### src/rtl/multimode_ff_bank_pkg.sv
// ffb_pkg: shared types, default widths and the per-bit next-state helper
// for the multimode flip-flop bank.
// Optional feature macro: FFB_ERR_CNT_EN (enables the illegal-event counter).
package ffb_pkg;

  // Default number of flop bits in a bank
  localparam int FFB_WIDTH_DEF = 8;
  // Default width of the optional illegal-event counter
  localparam int FFB_CNT_W_DEF = 8;

  // Run-time flop type selected for the whole bank
  typedef enum logic [1:0] {
    FFB_D  = 2'b00,
    FFB_T  = 2'b01,
    FFB_JK = 2'b10,
    FFB_SR = 2'b11
  } ffb_mode_e;

  // Next state of one enabled flop bit. An SR=11 request holds, so an
  // illegal input can never turn into an unknown value.
  function automatic logic ffb_next_bit(input ffb_mode_e mode,
                                        input logic      q,
                                        input logic      a,
                                        input logic      b);
    logic nxt;
    nxt = q;
    case (mode)
      FFB_D:  nxt = a;
      FFB_T:  nxt = a ? ~q : q;
      FFB_JK: begin
        case ({a, b})
          2'b00:   nxt = q;
          2'b01:   nxt = 1'b0;
          2'b10:   nxt = 1'b1;
          2'b11:   nxt = ~q;
          default: nxt = q;
        endcase
      end
      FFB_SR: begin
        case ({a, b})
          2'b00:   nxt = q;
          2'b01:   nxt = 1'b0;
          2'b10:   nxt = 1'b1;
          2'b11:   nxt = q;
          default: nxt = q;
        endcase
      end
      default: nxt = q;
    endcase
    return nxt;
  endfunction

endpackage

### src/rtl/multimode_ff_bank_if.sv
// multimode_ff_bank_if: control/data bundle between a bank user (master)
// and the flop bank (slave). err_cnt exists only when FFB_ERR_CNT_EN is defined.
interface multimode_ff_bank_if
  import ffb_pkg::*;
#(
  parameter int WIDTH = FFB_WIDTH_DEF
`ifdef FFB_ERR_CNT_EN
  ,
  parameter int CNT_W = FFB_CNT_W_DEF
`endif
);

  logic             en;
  logic             load;
  logic [WIDTH-1:0] load_val;
  ffb_mode_e        mode;
  logic [WIDTH-1:0] a;
  logic [WIDTH-1:0] b;
  logic             clr_err;
  logic [WIDTH-1:0] q;
  logic [WIDTH-1:0] q_bar;
  logic             sr_err;
  logic             sr_err_sticky;
`ifdef FFB_ERR_CNT_EN
  logic [CNT_W-1:0] err_cnt;
`endif

`ifdef FFB_ERR_CNT_EN
  modport master (
    output en, load, load_val, mode, a, b, clr_err,
    input  q, q_bar, sr_err, sr_err_sticky, err_cnt
  );
  modport slave (
    input  en, load, load_val, mode, a, b, clr_err,
    output q, q_bar, sr_err, sr_err_sticky, err_cnt
  );
`else
  modport master (
    output en, load, load_val, mode, a, b, clr_err,
    input  q, q_bar, sr_err, sr_err_sticky
  );
  modport slave (
    input  en, load, load_val, mode, a, b, clr_err,
    output q, q_bar, sr_err, sr_err_sticky
  );
`endif

endinterface

### src/rtl/multimode_ff_bank_bit.sv
// ffb_bit: one flop of the bank with its own next-state mux. Flags an
// illegal SR=11 request on the current edge so the top can OR-reduce it.
module ffb_bit
  import ffb_pkg::*;
#(
  parameter logic RST_BIT = 1'b0
) (
  input  logic      clk,
  input  logic      rst,
  input  logic      en,
  input  logic      load,
  input  logic      load_bit,
  input  ffb_mode_e mode,
  input  logic      a,
  input  logic      b,
  output logic      q,
  output logic      illegal
);

  logic q_d;
  logic q_q;

  // Next state: parallel load beats the enable; disabled bits hold
  always_comb begin
    q_d = q_q;
    if (load) begin
      q_d = load_bit;
    end else if (en) begin
      q_d = ffb_next_bit(mode, q_q, a, b);
    end else begin
      q_d = q_q;
    end
  end

  // State flop with synchronous active-low reset
  always_ff @(posedge clk) begin
    if (!rst) begin
      q_q <= RST_BIT;
    end else begin
      q_q <= q_d;
    end
  end

  assign q       = q_q;
  assign illegal = en & ~load & (mode == FFB_SR) & a & b;

endmodule

### src/rtl/multimode_ff_bank.sv
// multimode_ff_bank: WIDTH-bit register whose flop type (D/T/JK/SR) is chosen
// at run time. SR=11 holds and raises a one-edge sr_err pulse plus a sticky flag.
// Optional feature macro: FFB_ERR_CNT_EN adds a saturating illegal-event
// counter (err_cnt); without it the counter and its port are absent.
module multimode_ff_bank
  import ffb_pkg::*;
#(
  parameter int               WIDTH   = FFB_WIDTH_DEF,
  parameter logic [WIDTH-1:0] RST_VAL = '0
`ifdef FFB_ERR_CNT_EN
  ,
  parameter int               CNT_W   = FFB_CNT_W_DEF
`endif
) (
  input  logic                  clk,
  input  logic                  rst,
  multimode_ff_bank_if.slave    ffb
);

  logic [WIDTH-1:0] q_s;
  logic [WIDTH-1:0] illegal_s;
  logic             sr_err_set_s;

  logic sr_err_d;
  logic sr_err_q;
  logic sticky_d;
  logic sticky_q;

  for (genvar i = 0; i < WIDTH; i++) begin : g_bit
    ffb_bit #(
      .RST_BIT (RST_VAL[i])
    ) u_bit (
      .clk      (clk),
      .rst      (rst),
      .en       (ffb.en),
      .load     (ffb.load),
      .load_bit (ffb.load_val[i]),
      .mode     (ffb.mode),
      .a        (ffb.a[i]),
      .b        (ffb.b[i]),
      .q        (q_s[i]),
      .illegal  (illegal_s[i])
    );
  end

  // One event per edge no matter how many bits saw SR=11
  assign sr_err_set_s = |illegal_s;

  // Error flags next state: a new illegal event wins over clr_err
  always_comb begin
    sr_err_d = sr_err_set_s;
    sticky_d = sticky_q;
    if (sr_err_set_s) begin
      sticky_d = 1'b1;
    end else if (ffb.clr_err) begin
      sticky_d = 1'b0;
    end else begin
      sticky_d = sticky_q;
    end
  end

  // Error flag flops with synchronous active-low reset
  always_ff @(posedge clk) begin
    if (!rst) begin
      sr_err_q <= 1'b0;
      sticky_q <= 1'b0;
    end else begin
      sr_err_q <= sr_err_d;
      sticky_q <= sticky_d;
    end
  end

`ifdef FFB_ERR_CNT_EN
  localparam logic [CNT_W-1:0] CNT_MAX = {CNT_W{1'b1}};
  localparam logic [CNT_W-1:0] CNT_ONE = {{(CNT_W-1){1'b0}}, 1'b1};

  logic [CNT_W-1:0] err_cnt_d;
  logic [CNT_W-1:0] err_cnt_q;

  // Counter next state: clr_err restarts the count, keeping this edge's event
  always_comb begin
    err_cnt_d = err_cnt_q;
    if (ffb.clr_err) begin
      if (sr_err_set_s) begin
        err_cnt_d = CNT_ONE;
      end else begin
        err_cnt_d = '0;
      end
    end else if (sr_err_set_s && (err_cnt_q != CNT_MAX)) begin
      err_cnt_d = err_cnt_q + CNT_ONE;
    end else begin
      err_cnt_d = err_cnt_q;
    end
  end

  // Saturating counter flop with synchronous active-low reset
  always_ff @(posedge clk) begin
    if (!rst) begin
      err_cnt_q <= '0;
    end else begin
      err_cnt_q <= err_cnt_d;
    end
  end

  assign ffb.err_cnt = err_cnt_q;
`endif

  assign ffb.q             = q_s;
  assign ffb.q_bar         = ~q_s;
  assign ffb.sr_err        = sr_err_q;
  assign ffb.sr_err_sticky = sticky_q;

endmodule
### src/flat_wrapper.sv
// flat-port wrapper written by rule: the top's interface ports become plain ports
module multimode_ff_bank_flat import ffb_pkg::*;
#(
  parameter int               WIDTH   = FFB_WIDTH_DEF,
  parameter logic [WIDTH-1:0] RST_VAL = '0

)
  (clk, rst, ffb_en, ffb_load, ffb_load_val, ffb_mode, ffb_a, ffb_b, ffb_clr_err, ffb_q, ffb_q_bar, ffb_sr_err, ffb_sr_err_sticky);
  multimode_ff_bank_if #(.WIDTH(WIDTH)) ffb_i ();
  input  logic clk;
  input  logic rst;
  input wire logic [$bits(ffb_i.en)-1:0] ffb_en;
  input wire logic [$bits(ffb_i.load)-1:0] ffb_load;
  input wire logic [$bits(ffb_i.load_val)-1:0] ffb_load_val;
  input wire logic [$bits(ffb_i.mode)-1:0] ffb_mode;
  input wire logic [$bits(ffb_i.a)-1:0] ffb_a;
  input wire logic [$bits(ffb_i.b)-1:0] ffb_b;
  input wire logic [$bits(ffb_i.clr_err)-1:0] ffb_clr_err;
  output wire logic [$bits(ffb_i.q)-1:0] ffb_q;
  output wire logic [$bits(ffb_i.q_bar)-1:0] ffb_q_bar;
  output wire logic [$bits(ffb_i.sr_err)-1:0] ffb_sr_err;
  output wire logic [$bits(ffb_i.sr_err_sticky)-1:0] ffb_sr_err_sticky;
  assign ffb_i.en = ffb_en;
  assign ffb_i.load = ffb_load;
  assign ffb_i.load_val = ffb_load_val;
  assign ffb_i.mode = ffb_mode;
  assign ffb_i.a = ffb_a;
  assign ffb_i.b = ffb_b;
  assign ffb_i.clr_err = ffb_clr_err;
  assign ffb_q = ffb_i.q;
  assign ffb_q_bar = ffb_i.q_bar;
  assign ffb_sr_err = ffb_i.sr_err;
  assign ffb_sr_err_sticky = ffb_i.sr_err_sticky;
  multimode_ff_bank #(.WIDTH(WIDTH), .RST_VAL(RST_VAL)) u_core (.clk(clk), .rst(rst), .ffb(ffb_i));
endmodule
### config.mk
export PLATFORM = sky130hd
export DESIGN_NAME = multimode_ff_bank_flat
export DESIGN_NICKNAME = d
export VERILOG_FILES = /design/src/rtl/multimode_ff_bank_pkg.sv /design/src/rtl/multimode_ff_bank_if.sv /design/src/rtl/multimode_ff_bank_bit.sv /design/src/rtl/multimode_ff_bank.sv /design/src/flat_wrapper.sv
export SDC_FILE = /design/constraint.sdc
export NUM_CORES = 1
export LEC_CHECK = 0
export ABC_AREA = 1
export ABC_CLOCK_PERIOD_IN_PS = 1100
export CAP_MARGIN = 10
export CORE_UTILIZATION = 37
export CTS_CLUSTER_SIZE = 20
export DETAILED_ROUTE_END_ITERATION = 7
export DONT_BUFFER_PORTS = 1
export GPL_ROUTABILITY_DRIVEN = 0
export GPL_TIMING_DRIVEN = 0
export PLACE_DENSITY = 0.54
export SLEW_MARGIN = 20
export SYNTH_ARGS = -nofsm -noshare
export SYNTH_HDL_FRONTEND = slang
export SYNTH_HIERARCHICAL = 1
export SYNTH_SLANG_ARGS = --single-unit
### constraint.sdc
create_clock -name clk -period 1.1 [get_ports clk]
set_input_delay 0.165 -clock clk [delete_from_list [all_inputs] [get_ports clk]]
set_output_delay 0.165 -clock clk [all_outputs]
set_load 0.03 [all_outputs]
==> flow_metrics.env <==
export IMPL_status="finished, violations left"
export IMPL_violations="DRC"
export IMPL_cp_end_kind="output port"
export IMPL_path_delay_family="flip-flops"
export IMPL_synthCells=316
export IMPL_diodes=0
export IMPL_die_height_um=71.3
export IMPL_grtUsageTotal_pct=16.1
export IMPL_ir_worst_vdd_mv=0.387
export IMPL_skew_ns=0
export IMPL_min_to="u_core/g_bit[2].u_bit/q"
export IMPL_preCtsSetupSlack_ns=-0.0759
export IMPL_nets=376
export IMPL_fp_dieW_um=71.3
export IMPL_final_setup_viol_count=0
export IMPL_first_pass_iters=7
export IMPL_hold_buffers=0
export IMPL_min_delay_start="rst"
export IMPL_tightest_slew_ns=0.317
export IMPL_viasPerCell=4.80
export IMPL_p_leak_nw=1.15
export IMPL_cts_buffers=3
export IMPL_nFillCells=501
export IMPL_start_kind="flop"
export IMPL_drc=5
export IMPL_clockRootBuffer="clkbuf_8"
export IMPL_rsz0062_at_grt="no"
export IMPL_hp_class="in -> reg"
export IMPL_period_share_pct=94.2
export IMPL_seqCellArea_um2=220
export IMPL_syn_nets=371
export IMPL_ff2ff_path_depth=7
export IMPL_grt_pass1_wl_um=6800
export IMPL_gr_total_overflow=0
export IMPL_crit_fanout=4
export IMPL_portBuffers=0
export IMPL_rrSetupSlack_ns=0.10
export IMPL_cts_tree="done"
export IMPL_drtIter0Drc=89
export IMPL_vias=1785
export IMPL_fin_ws_ns=0.0634
export IMPL_fin_setup_tns_ns=0
export IMPL_grt_pass1_vias=1565
export IMPL_clock_latency_ns=0.24
export IMPL_r2r_end="u_core/g_bit[5].u_bit/q"
export IMPL_crit_buf_inv=1
export IMPL_h_tree_depth=1
export IMPL_routed_wl_um=3960
export IMPL_drive_gt1_share_pct=11.6
export IMPL_fp_coreArea_um2=4470
export IMPL_dieArea_um2=5090
export IMPL_cts_resized=8
export IMPL_wl_per_cell_um=10.6
export IMPL_max_stage_delay_ns=0.44
export IMPL_synth_seq_cells=10
export IMPL_fp_row_count=24
export IMPL_drv_cap=0
export IMPL_r2r_start="u_core/g_bit[5].u_bit/q"
export IMPL_numClockSinks=10
export IMPL_path_cells="inv_1"
export IMPL_initial_core_util_pct=39.7
export IMPL_avgSynthCellArea_um2=5.63
export IMPL_finalHoldViolations=0
export IMPL_io_pins=49
export IMPL_synth_cell_types=14
export IMPL_cts_clk_slew_worst_paths_ns=0.05
export IMPL_antenna_left=0
export IMPL_maxClockFrequency_ghz=0.965
export IMPL_fin_crit_ns=1.04
export IMPL_cpMaxStageDelayCell="dfxtp_2"
export IMPL_multi_input_area_um2=1240
export IMPL_post_cts_setup_buffers=0
export IMPL_yosys_warnings=6
export IMPL_area_growth_syn_to_layout_pct=7.88
export IMPL_power_density_nw_per_um2=727
export IMPL_cp_data_arrival_time_ns=0.87
export IMPL_hold_depth=2
export IMPL_antenna_found_initial=0
export IMPL_hold_ws_ns=0.0243
export IMPL_cts_buffer_depth=2
export IMPL_synth_yosys_seq_area_share_pct=11.3
export IMPL_worst_ep_required_time_ns=0.94
export IMPL_grt_start_max_net_pins=49
export IMPL_critPathKind="reg -> out"
export IMPL_synth_area_um2=1780
export IMPL_slew_viol_final=0
export IMPL_dp_hpwl_um=2940
export IMPL_slew_headroom_pct=78.9
Yosys cell counts (all sizes together):
cell type | instances | share of area (%)
inv | 89 | 19
nand2 | 75 | 18
nor2 | 36 | 7.6
ha | 24 | 17
nand3 | 24 | 6.8
nand4 | 24 | 8.4
nor3 | 16 | 6.8
dfxtp | 10 | 11
o21ai | 9 | 2.7
a21oi | 8 | 2.3
nand3b | 1 | 0.42
cells by family after synthesis:
kind of cell	count (synthesis)	synth area share (%)
simple gates	176	48.1
buf+inv	89	18.8
fa+ha+maj	24	16.9
compound gates	17	5.00
flops	10	11.3
registers in the layout, indices dropped and copies added, names as in the netlist:
name and flops:
u_core/ffb.sr_err 1, u_core/ffb.sr_err_sticky 1, u_core/g_bit.u_bit/q 8
layer usage:
| metal | vias to the layer above | part of all wire [%] | track usage, % | routed length [µm] |
|---|---|---|---|---|
| met5 | - | 0 | 0 | 0 |
| met4 | 0 | 0 | 2.00 | 0 |
| met3 | 0 | 5.1 | 3.94 | 203 |
| met2 | 37 | 45 | 26.8 | 1770 |
| met1 | 764 | 50 | 21.6 | 1990 |
| li1 | 984 | - | - | - |
stage by stage:
stage / std cells / cell area, µm² / util (%) / total power [mW]
floorplan: 316 / 1780 / - / 0.876
CTS: 372 / 1910 / 42.6 / 1.42
global placement: 368 / 1840 / 41.2 / 0.933
detailed placement: 368 / 1840 / 41.2 / 0.937
global route: 372 / 1920 / 42.9 / 1.53
finish: 372 / 1920 / 42.9 / 1.40
cell usage in the layout, fill, tap and decap left out:
master / count
inv_1: 89
nand2_1: 59
nor2_1: 36
nand3_1: 24
nand4_1: 24
ha_1: 24
nand2_2: 16
nor3_1: 8
nor3_2: 8
o21ai_0: 8
a21oi_1: 8
clkbuf_8: 4
dfxtp_2: 4
dfxtp_4: 4
dfxtp_1: 2
o21ai_2: 1
nand3b_1: 1
power by group:
| part | switching (mW) | total, mW | internal (mW) |
|---|---|---|---|
| sequential | 0.0932 | 0.492 | 0.399 |
| combinational | 0.282 | 0.440 | 0.159 |
| clock | 0.148 | 0.462 | 0.315 |
| total | 0.522 | 1.40 | 0.873 |
worst max path at each step:
stage | depth (start not counted) | slack [ns] | to | start
6_report | 1 | 0.06 | ffb_q_bar[0] | u_core/g_bit[0].u_bit/q
3_3_place_gp | 7 | -0.07 | u_core/g_bit[6].u_bit/q | u_core/g_bit[6].u_bit/q
3_5_place_dp | 7 | -0.08 | u_core/g_bit[6].u_bit/q | u_core/g_bit[6].u_bit/q
2_1_floorplan | 7 | 0.06 | u_core/g_bit[0].u_bit/q | u_core/g_bit[0].u_bit/q
4_1_cts | 1 | 0.04 | ffb_q_bar[6] | u_core/g_bit[6].u_bit/q
5_1_grt | 7 | 0.01 | u_core/g_bit[5].u_bit/q | u_core/g_bit[5].u_bit/q
area by class of cell:
type	instances	area share (%)
clock buffer	4	2.87
multi-input combinational	217	64.8
tap	52	3.39
inverter	89	17.4
sequential	10	11.5
Note: power is estimated with default switching activity, not from simulation.
